$ cat src/rtl/gmii_tx_sched.sv
// gmii_tx_sched
// Shares one GMII transmit datapath among NREQ frame sources. Pending
// requests are arbitrated round-robin, the requested length is checked
// (rejected if too long, padded if too short), and a start command with
// the length goes to the transmitter. The grant is held until the
// transmitter reports completion or the watchdog expires, followed by a
// fixed inter-frame gap before the next arbitration.
//
// state  | meaning
// -------+------------------------------------------------------------
// IDLE   | no frame in flight; arbitrate any pending request each cycle
// XMIT   | grant held, waiting for tx_done; watchdog counting up
// GAP    | inter-frame gap, IFG_CNT cycles, then back to IDLE

module gmii_tx_sched #(
    parameter int NREQ     = 4,
    parameter int LEN_W    = 11,
    parameter int MIN_LEN  = 60,
    parameter int MAX_LEN  = 1514,
    parameter int IFG_CNT  = 12,
    parameter int WDOG_CNT = 4096
) (
    input  logic                    clk_125m,
    input  logic                    rst,
    input  logic [NREQ-1:0]         req,
    input  logic [NREQ*LEN_W-1:0]   frm_len,
    output logic [NREQ-1:0]         gnt,
    output logic [NREQ-1:0]         rej,
    output logic                    tx_start,
    output logic [LEN_W-1:0]        tx_len,
    input  logic                    tx_done,
    output logic                    tx_abort,
    output logic                    busy,
    output logic [15:0]             frm_cnt,
    output logic [7:0]              abort_cnt
);

    localparam int IDX_W = (NREQ > 1) ? $clog2(NREQ) : 1;
    localparam int WD_W  = $clog2(WDOG_CNT);
    localparam int GAP_W = $clog2(IFG_CNT + 1);

    localparam logic [1:0] S_IDLE = 2'd0;
    localparam logic [1:0] S_XMIT = 2'd1;
    localparam logic [1:0] S_GAP  = 2'd2;

    localparam logic [LEN_W-1:0] C_MIN_LEN = LEN_W'(MIN_LEN);
    localparam logic [LEN_W-1:0] C_MAX_LEN = LEN_W'(MAX_LEN);
    localparam logic [WD_W-1:0]  C_WD_TC   = WD_W'(WDOG_CNT - 1);
    localparam logic [GAP_W-1:0] C_GAP_LD  = GAP_W'(IFG_CNT - 1);
    localparam logic [IDX_W-1:0] C_PTR_RST = IDX_W'(NREQ - 1);

    logic [1:0]        r_state;
    logic [IDX_W-1:0]  r_ptr;
    logic [NREQ-1:0]   r_gnt;
    logic [NREQ-1:0]   r_rej;
    logic              r_tx_start;
    logic [LEN_W-1:0]  r_tx_len;
    logic [WD_W-1:0]   r_wdog;
    logic [GAP_W-1:0]  r_gap;
    logic [15:0]       r_frm_cnt;
    logic [7:0]        r_abort_cnt;

    logic [NREQ-1:0]   w_req_eff;
    logic              w_sel_vld;
    logic [IDX_W-1:0]  w_sel_idx;
    logic [LEN_W-1:0]  w_sel_len;
    logic              w_too_long;
    logic [LEN_W-1:0]  w_pad_len;
    logic [NREQ-1:0]   w_onehot;
    logic              w_wd_exp;

    // A source being rejected this cycle still holds req until it sees rej;
    // mask it so it is not rejected a second time.
    assign w_req_eff = req & ~r_rej;

    // Round-robin pick: first pending source scanning upward from ptr+1.
    always_comb begin
        int          idx;
        logic [IDX_W-1:0] cand;
        w_sel_vld = 1'b0;
        w_sel_idx = '0;
        idx       = 0;
        cand      = '0;
        for (int k = 1; k <= NREQ; k++) begin
            idx  = (int'(r_ptr) + k) % NREQ;
            cand = IDX_W'(idx);
            if (!w_sel_vld && w_req_eff[cand]) begin
                w_sel_vld = 1'b1;
                w_sel_idx = cand;
            end
        end
    end

    assign w_sel_len  = frm_len[w_sel_idx*LEN_W +: LEN_W];
    assign w_too_long = (w_sel_len > C_MAX_LEN);
    assign w_pad_len  = (w_sel_len < C_MIN_LEN) ? C_MIN_LEN : w_sel_len;
    assign w_onehot   = NREQ'(1) << w_sel_idx;

    // Watchdog terminal count; tx_done in the same cycle takes precedence.
    assign w_wd_exp   = (r_state == S_XMIT) && (r_wdog == C_WD_TC);

    // Main sequencer: arbitration, frame hold, watchdog, gap and counters.
    always_ff @(posedge clk_125m or posedge rst) begin
        if (rst) begin
            r_state     <= S_IDLE;
            r_ptr       <= C_PTR_RST;
            r_gnt       <= '0;
            r_rej       <= '0;
            r_tx_start  <= 1'b0;
            r_tx_len    <= '0;
            r_wdog      <= '0;
            r_gap       <= '0;
            r_frm_cnt   <= '0;
            r_abort_cnt <= '0;
        end else begin
            r_rej      <= '0;
            r_tx_start <= 1'b0;
            case (r_state)
                S_IDLE: begin
                    if (w_sel_vld) begin
                        r_ptr <= w_sel_idx;
                        if (w_too_long) begin
                            r_rej <= w_onehot;
                        end else begin
                            r_gnt      <= w_onehot;
                            r_tx_start <= 1'b1;
                            r_tx_len   <= w_pad_len;
                            r_wdog     <= '0;
                            r_state    <= S_XMIT;
                        end
                    end
                end
                S_XMIT: begin
                    if (tx_done || w_wd_exp) begin
                        if (tx_done) begin
                            r_frm_cnt <= r_frm_cnt + 16'd1;
                        end else if (r_abort_cnt != 8'hFF) begin
                            r_abort_cnt <= r_abort_cnt + 8'd1;
                        end
                        r_gnt    <= '0;
                        r_tx_len <= '0;
                        r_gap    <= C_GAP_LD;
                        r_state  <= S_GAP;
                    end else begin
                        r_wdog <= r_wdog + 1'b1;
                    end
                end
                S_GAP: begin
                    if (r_gap == '0) begin
                        r_state <= S_IDLE;
                    end else begin
                        r_gap <= r_gap - 1'b1;
                    end
                end
                default: begin
                    r_state <= S_IDLE;
                    r_gnt   <= '0;
                end
            endcase
        end
    end

    assign gnt       = r_gnt;
    assign rej       = r_rej;
    assign tx_start  = r_tx_start;
    assign tx_len    = r_tx_len;
    assign tx_abort  = w_wd_exp & ~tx_done;
    assign busy      = (r_state != S_IDLE);
    assign frm_cnt   = r_frm_cnt;
    assign abort_cnt = r_abort_cnt;

endmodule

$ cat config.mk
export PLATFORM = sky130hd
export DESIGN_NAME = gmii_tx_sched
export DESIGN_NICKNAME = d
export VERILOG_FILES = /design/src/rtl/gmii_tx_sched.sv
export SDC_FILE = /design/constraint.sdc
export NUM_CORES = 1
export LEC_CHECK = 0
export ABC_AREA = 1
export CORE_AREA = 2 2 112 114
export DETAILED_ROUTE_END_ITERATION = 8
export DIE_AREA = 0 0 114 116
export GPL_TIMING_DRIVEN = 0
export MAX_ROUTING_LAYER = met4
export SKIP_CTS_REPAIR_TIMING = 1
export SLEW_MARGIN = 20
export SYNTH_ARGS = -nofsm -noshare
export SYNTH_HDL_FRONTEND = slang
export SYNTH_SLANG_ARGS = --single-unit
$ cat constraint.sdc
create_clock -name clk_125m -period 3 [get_ports clk_125m]
set_clock_uncertainty 0.15 [all_clocks]
set_input_delay 0.6 -clock clk_125m [delete_from_list [all_inputs] [get_ports clk_125m]]
set_output_delay 0.6 -clock clk_125m [all_outputs]
set_load 0.05 [all_outputs]
==> results.py, run 1 <==
metrics = {
    "floorplan": {
        "rows": 40,
        "core_um2": 11900,
        "die_h_um": 116,
        "start_util_pct": 33.8,
        "num_io_pins": 97,
        "die_x_um": 114,
        "dieArea_um2": 13200,
    },
    "clock_network": {
        "cts_tree": "built",
        "clock_latency_ps": 330,
        "clk_path_buf_depth": 2,
        "htreeDepth": 3,
        "root_buffer": "clkbuf_16",
        "cts_made_buffers": 9,
        "clkTransAtPathRegs_ps": 50,
        "clock-sinks": 64,
    },
    "logic_synthesis": {
        "ys_top_cells_by_area": "dfrtp_1 (39%), nand2_1 (18%), nand3_1 (6.1%)",
        "yosys.cell_types.count": 39,
        "synth_async_sr_flop_share_pct": 100,
        "synthTopCellsByCount": "nand2_1 (190), dfrtp_1 (62), inv_1 (59)",
        "synth_edf_count": 0,
        "yosysMostFrequentCell": "nand2_1",
        "synth_seq_cells": 64,
        "netlist_area_um2": 4030,
        "syn_nets": 608,
        "yosys_warnings": 0,
        "yosys.area.top_type_share_pct": 38.5,
        "yosys.area.top_type": "dfrtp_1",
        "postSynthAreaPerCell_um2": 7.28,
        "post_synth_inst_count": 553,
        "ys_seq_area_share_pct": 39.9,
        "synth_flop_cell": "dfrtp_1",
    },
    "global_routing": {
        "grt_overflow": 0,
        "antenna_found_initial": 0,
        "grt_pass1_wl_mm": 17.1,
        "globalRouteMet3Util_pct": 3.92,
        "met2_usage_pct": 26.8,
        "grt_pass1_vias": 3662,
        "grtUsageMet1_pct": 20.9,
        "grtUsageTotal_pct": 16.6,
        "grt_max_degree": 38,
        "busiest_layer": "met2",
    },
    "worst_setup_path": {
        "start_kind": "flop",
        "required_ps": 3070,
        "cp_max_fo": 8,
        "endpoint_kind": "flop",
        "path_class": "flop to flop",
        "critPathArrivalTime_ps": 3280,
    },
    "layout": {
        "utilization_pct": 50.1,
        "drive_above_1_share_pct": 18.7,
        "nNetsFinal": 737,
        "stdcell_area_um2": 5970,
        "antenna_cells": 0,
        "flow.area_growth_from_synthesis_pct": 48.2,
    },
    "hold_path": {
        "hold_class": "flop to flop",
    },
    "placement": {
        "port_buffers": 96,
        "placed_cell_area_um2": 5190,
        "place.gp.congestion": 0.872,
        "dp_hpwl_mm": 7.72,
    },
    "run_status": {
        "violations": "setup timing",
        "status": "finished, violations left",
    },
    "sta": {
        "setup_viol": 31,
        "tightest_slew_ps": 540,
        "finalCritPeriodShare_pct": 107,
        "finalHoldViolCount": 0,
        "timing.fmax_mhz": 312,
        "max-slew-margin-rel_pct": 63.9,
        "slew_viol_final": 0,
        "fin_ws_ps": -209,
        "rsz0062_at_grt": "true",
        "layout_min_cycle_time_ps": 3210,
    },
    "route": {
        "dr.pass1.iters": 5,
        "first_iter_violations": 203,
        "antenna_left": 0,
        "routed_wl_mm": 11.0,
        "vias": 3968,
        "vias_per_cell": 4.76,
        "drcViolationCount": 0,
        "wl_per_cell_um": 13.2,
    },
    "flow_run": {
        "cap_violations": 0,
    },
}
## cell usage in the layout (no fill, tap or decap), types with 15 or more instances in the layout
cell type        Yosys  layout
nand4_1             19      19
dfrtp_1             62      62
buf_4                5      19
nand2_1            190     164
nor2_1              49      44
clkdlybuf4s50_1      0      91
inv_1               59      57
xor2_1              15      15
nand3_1             49      44
nand2_2              4      26
## critical path, cell delays in order, from the launching register on
cell	delay, ps
dfstp_2	540
buf_12	150
clkinv_8	70
nand3_2	70
nand2_2	80
nand2_2	80
and2_4	210
nand2_4	70
nand2_4	90
nand2_8	90
buf_6	130
buf_6	100
nand3b_1	70
nand2_1	50
nand2_1	70
nand2_2	80
nor2_2	110
nand2_1	70
nor2_2	160
nand2_2	80
nand2_4	90
nand2_4	80
nand2_8	100
nand2_8	70
buf_6	150
nand2_2	50
nand2_2	50
## sequential cells by signal (all words and copies together), names as in the netlist
signal and count:
frm_cnt 16, r_wdog 12, tx_len 11, abort_cnt 8
gnt 4, r_gap 4, rej 4, r_ptr 2
r_state 2, tx_start 1
## kinds of logic after synthesis
family	synth area share (%)
AOI/OAI and AO/OA	3.64
xor gates and xnor gates	5.41
adders and majority gates	1.24
buffers and inverters	9.54
DFF	39.9
muxes	0.559
and+or+nand+nor	39.8
## metal layers
metal | wire [um] | share of wire [%] | up-vias
li1 | - | - | 2015
met1 | 4960 | 45 | 1828
met5 | 0 | 0 | -
met2 | 5240 | 48 | 112
met3 | 670 | 6.1 | 13
met4 | 133 | 1.2 | 0
## final cells by class
type,count,area [um^2]
fill,1165,5950
multi-input combinational,407,2280
sequential,64,1600
timing repair buffer,119,1200
inverter,64,255
clock buffer,9,225
tap,147,184
buffer,17,159
clock inverter,6,61.3
## through the flow
step,setup slack (ps),hold slack (ps),std cells,TNS (ps)
CTS,-604,326,812,-9410
finish,-209,321,833,-4500
detailed placement,-698,312,797,-20170
global route,-386,333,833,-10760
global placement,-651,307,796,-51830
floorplan,94.0,324,553,0
## worst paths after layout
check | from | endpoint | slack (ps) | cells past startpoint
setup / recovery | r_ptr[0] | r_wdog[5] | -210 | 26
hold / removal | tx_len[8] | tx_len[8] | 320 | 2
setup reg to reg | r_ptr[0] | r_wdog[5] | -210 | 26
hold reg to reg | tx_len[8] | tx_len[8] | 320 | 2
max in group asynchronous | rst | tx_len[8] | 1740 | 3
min in group asynchronous | rst | r_wdog[4] | 450 | 2
Power of run 1 is not shown: default switching activity piles up to over one toggle a cycle in this logic, so the estimate is an artifact.
==> inputs of run 2 (changes only) <==
- CORE_AREA: 2 2 112 114 -> 2 2 92 139
- CTS_CLUSTER_SIZE: default -> 28
- DIE_AREA: 0 0 114 116 -> 0 0 94 141
- SETUP_SLACK_MARGIN: default -> 0.3
==> run 2 against run 1 <==
  * The run still ends with setup timing left
  * Via count increased by 2.8%
  * Cell area increased by 4.8%
  * Utilization increased by 1.2 points
  * Hold slack got worse by 2.8 ps
  * Final cell count increased by 3.0%
  * Die area increased by 0.23%
  * Global-route usage increased by 0.086 points
  * Flip-flop and latch count unchanged
  * Critical path type unchanged
  * Largest cell class unchanged
==> results.py, run 2 (synthesized netlist as in run 1, its figures left out) <==
metrics = {
    "run_status": {
        "status": "finished, violations left",
        "violations": "setup timing",
    },
    "placement": {
        "place.gp.congestion": 0.817,
        "placed_cell_area_um2": 5240,
        "dp_hpwl_mm": 8.07,
        "port_buffers": 96,
    },
    "layout": {
        "largest_reg_flops": 16,
        "antenna_cells": 0,
        "n_fill_cell": 1166,
        "stdcell_area_um2": 6250,
        "layout_common_cells": "nand2_1 (168), clkdlybuf4s50_1 (89), dfrtp_1 (58)",
        "final_common_cell": "nand2_1",
        "nNetsFinal": 752,
        "flow.area_growth_from_synthesis_pct": 55.4,
        "drive_above_1_share_pct": 21.5,
    },
    "global_routing": {
        "grt_overflow": 0,
        "grt_pass1_wl_mm": 17.4,
        "antenna_found_initial": 0,
        "grtUsageTotal_pct": 16.7,
        "grt_pass1_vias": 3734,
        "grt_max_degree": 54,
    },
    "sta": {
        "tightest_slew_ps": 545,
        "layout_min_cycle_time_ps": 3310,
        "fin_ws_ps": -307,
        "rsz0062_at_grt": "true",
        "finalHoldViolCount": 0,
        "finalCritPeriodShare_pct": 110,
        "setup_viol": 32,
        "max-slew-margin-rel_pct": 63.5,
        "timing.fmax_mhz": 302,
        "slew_viol_final": 0,
    },
    "flow_run": {
        "cap_violations": 0,
    },
    "hold_path": {
        "hold_class": "flop to flop",
        "min-delay-start": "tx_len[5]",
    },
    "worst_setup_path": {
        "endpoint_kind": "flop",
        "slowest_stage": "dfstp_2",
        "required_ps": 3110,
        "cp_max_fo": 10,
        "start_kind": "flop",
        "crit_buf_inv": 5,
        "critPathTopFamily": "simple AND/OR/NAND/NOR gates",
        "startpoint": "r_ptr[0]",
        "path_cells": "buf_8 -> inv_8 -> nand3_2 -> nand2_2 -> nand2_2 -> and2_4 -> buf_6 -> nand4_1 -> a21oi_4 -> buf_4 -> nand2_1 -> nand2_1 -> nand2_1 -> nor2_2 -> nand2_2 -> nand2_4 -> nand3_4 -> nand3_4 -> clkbuf_16 -> nand2_1 -> nand2_1",
        "worstReg2RegStart": "r_ptr[0]",
        "max_stage_delay_ps": 530,
        "crit_top_cell": "nand2_1",
        "path_class": "flop to flop",
        "critPathArrivalTime_ps": 3420,
    },
    "clock_network": {
        "clock-sinks": 64,
        "cts_tree": "built",
        "htreeDepth": 3,
        "root_buffer": "clkbuf_16",
        "clock_latency_ps": 330,
        "clk_path_buf_depth": 2,
        "cts_made_buffers": 9,
        "clkTransAtPathRegs_ps": 60,
    },
    "floorplan": {
        "die_h_um": 141,
        "start_util_pct": 33.0,
        "rows": 50,
        "die_x_um": 94,
        "dieArea_um2": 13300,
        "core_um2": 12200,
        "num_io_pins": 97,
    },
    "route": {
        "first_iter_violations": 161,
        "drcViolationCount": 0,
        "vias": 4081,
        "wl_per_cell_um": 13.8,
        "vias_per_cell": 4.76,
        "antenna_left": 0,
        "routed_wl_mm": 11.8,
        "dr.pass1.iters": 5,
    },
}
==> run 2: layout make-up <==
| class | instances | area (um^2) | share of cell area, % |
|---|---|---|---|
| Buffer | 19 | 195 | 3.12 |
| Inverter | 64 | 250 | 4.00 |
| Tap cell | 156 | 195 | 3.12 |
| Multi-Input combinational cell | 408 | 2330 | 37.3 |
| Timing Repair Buffer | 131 | 1350 | 21.6 |
| Clock buffer | 12 | 267 | 4.26 |
| Sequential cell | 64 | 1610 | 25.7 |
| Clock inverter | 4 | 51.3 | 0.820 |
==> run 2: worst min-delay path: stages, from the launching register on <==
cell     delay, ps
dfrtp_1        340
nand2_1         50
nand2_1         40
==> run 2: stage by stage <==
| stage | setup slack (ps) | hold slack, ps | instances | utilization, % | setup TNS [ps] |
|---|---|---|---|---|---|
| finish | -307 | 318 | 858 | 51.3 | -7270 |
| global route | -494 | 337 | 858 | 51.3 | -13280 |
| CTS | -654 | 325 | 822 | 45.5 | -12230 |
| detailed placement | -794 | 311 | 806 | 42.9 | -23190 |
| global placement | -732 | 308 | 805 | 42.7 | -54100 |
| floorplan | 120 | 324 | 553 | - | 0 |
==> run 2: worst paths after layout <==
path	to	cells after the start	slack [ps]
hold / removal	tx_len[5]	2	320
setup reg to reg	tx_len[2]	21	-310
hold reg to reg	tx_len[5]	2	320
max in group asynchronous	r_ptr[1]	3	1750
min in group asynchronous	tx_len[6]	2	380
setup / recovery	tx_len[2]	21	-310
==> run 2: routing by layer <==
metal / track usage (%) / up-vias / share of wire [%]
met5: - / - / 0
met4: 5.57 / 0 / 2.1
met3: 3.21 / 22 / 4.1
met2: 29.4 / 116 / 55
met1: 18.7 / 1897 / 39
li1: - / 2046 / -
Power of run 2 is left out for the same reason.
==> inputs of run 3 (changes only) <==
- GPL_TIMING_DRIVEN: 0 -> default
- REMOVE_ABC_BUFFERS: default -> 1
==> run 3 against run 2 <==
  * The flow still finishes with violations (setup timing)
  * Largest cell class unchanged
  * Hold slack worse by 5.7 ps
  * Cell area shrank 1.5%
  * Register-to-register slack improved by 240 ps
  * Via count fell by 1.7%
==> results.py, run 3 (synthesized netlist as in run 1, its figures left out) <==
metrics = {
    "floorplan": {
        "dieArea_um2": 13300,
        "start_util_pct": 33.0,
        "num_io_pins": 97,
        "die_x_um": 94,
        "rows": 50,
        "die_h_um": 141,
        "core_um2": 12200,
    },
    "sta": {
        "layout_min_cycle_time_ps": 3070,
        "slew_viol_final": 0,
        "max-slew-margin-rel_pct": 63.6,
        "timing.fmax_mhz": 326,
        "fin_ws_ps": -65.4,
        "setup_tns_ps": -1210,
        "finalCritPeriodShare_pct": 102,
        "tightest_slew_ps": 544,
        "setup_viol": 28,
        "rsz0062_at_grt": "true",
        "finalHoldViolCount": 0,
        "whs_ps": 312,
    },
    "route": {
        "first_iter_violations": 202,
        "drcViolationCount": 0,
        "vias_per_cell": 4.68,
        "wl_per_cell_um": 12.8,
        "antenna_left": 0,
        "vias": 4010,
        "routed_wl_mm": 11.0,
        "dr.pass1.iters": 4,
    },
    "global_routing": {
        "globalRouteMet3Util_pct": 2.51,
        "grt_overflow": 0,
        "grt_pass1_vias": 3746,
        "grt_max_degree": 41,
        "met2_usage_pct": 28.4,
        "grtUsageTotal_pct": 15.8,
        "antenna_found_initial": 0,
        "busiest_layer": "met2",
        "grt_pass1_wl_mm": 16.7,
        "grtUsageMet1_pct": 17.8,
    },
    "worst_setup_path": {
        "required_ps": 3060,
        "worstReg2RegStart": "r_ptr[0]",
        "path_class": "flop to flop",
        "critPathArrivalTime_ps": 3120,
        "start_kind": "flop",
        "r2r-end": "tx_len[5]",
        "cp_max_fo": 12,
        "reg2regPathDepth": 21,
        "rrSetupSlack_ps": -70,
        "endpoint_kind": "flop",
    },
    "run_status": {
        "status": "finished, violations left",
        "violations": "setup timing",
    },
    "layout": {
        "final_common_cell": "nand2_1",
        "drive_above_1_share_pct": 20.4,
        "layout_common_cells": "nand2_1 (175), clkdlybuf4s50_1 (92), dfrtp_1 (62)",
        "largest_reg_flops": 16,
        "stdcell_area_um2": 6160,
        "nNetsFinal": 750,
        "antenna_cells": 0,
        "flow.area_growth_from_synthesis_pct": 53.0,
    },
    "flow_run": {
        "cap_violations": 0,
    },
    "clock_network": {
        "htreeDepth": 3,
        "clock-sinks": 64,
        "cts_tree": "built",
        "clkTransAtPathRegs_ps": 60,
        "root_buffer": "clkbuf_16",
        "clock_latency_ps": 320,
        "clk_path_buf_depth": 2,
        "cts_made_buffers": 9,
    },
    "hold_path": {
        "hold_class": "flop to flop",
        "min-delay-start": "frm_cnt[15]",
        "hold_end": "frm_cnt[15]",
        "min_path_cells": 1,
    },
    "placement": {
        "place.gp.congestion": 0.765,
        "port_buffers": 96,
        "place_ws_ps": -377,
        "placed_cell_area_um2": 5390,
        "dp_hpwl_mm": 7.76,
    },
}
[run 3: cell types whose count changed in the layout (fill, tap and decap cells not counted), sizes merged]
cell	previous run	this run
buf	49	51
clkdlybuf4s50	89	92
dlymetal6s2s	6	3
clkinvlp	1	2
nand2	202	201
inv	64	65
clkbuf	18	13
[run 3: critical path, cell delays in order, from the launching register on]
cell and delay (ps):
dfstp_2 650, buf_6 130, xnor2_1 140, nand2_1 110
and2_4 180, buf_12 130, nand4_4 110, buf_4 160
nand2_8 80, nand2_1 80, nand2_1 60, nand2_1 60
nand2_1 90, inv_2 60, nand2_1 50, nor2_2 130
nand2_2 80, nand2_4 90, nand3_4 100, buf_6 160
nand4_1 80, nand2_1 60
[run 3: worst max-delay path by stage]
stage	start	endpoint	slack, ps	depth (start not counted)
floorplan	rej[2]	tx_len[0]	10	19
global placement	req[3]	tx_len[8]	-320	22
detailed placement	req[0]	tx_len[8]	-380	22
CTS	r_wdog[0]	tx_abort	-70	12
global route	r_ptr[0]	r_wdog[3]	-210	21
finish	r_ptr[0]	tx_len[5]	-70	21
[run 3: final cells by class]
| class | count | area [um^2] |
|---|---|---|
| clock buffer | 10 | 239 |
| sequential | 64 | 1600 |
| tap | 156 | 195 |
| inverter | 64 | 245 |
| fill | 1133 | 6040 |
| timing repair buffer | 149 | 1530 |
| multi-input combinational | 407 | 2280 |
| clock inverter | 6 | 67.6 |
[run 3: routing by layer]
| layer | vias up | share of wire, % |
|---|---|---|
| met4 | 0 | 0.87 |
| met3 | 7 | 3.6 |
| met2 | 74 | 55 |
| met1 | 1887 | 41 |
| li1 | 2042 | - |
| met5 | - | 0 |
[run 3: stage by stage]
step / instances / utilization, %
3_3_place_gp: 825 / 44.2
5_1_grt: 856 / 50.5
2_1_floorplan: 534 / -
4_1_cts: 841 / 46.7
3_5_place_dp: 825 / 44.2
6_report: 856 / 50.5
Power of run 3 is left out for the same reason.
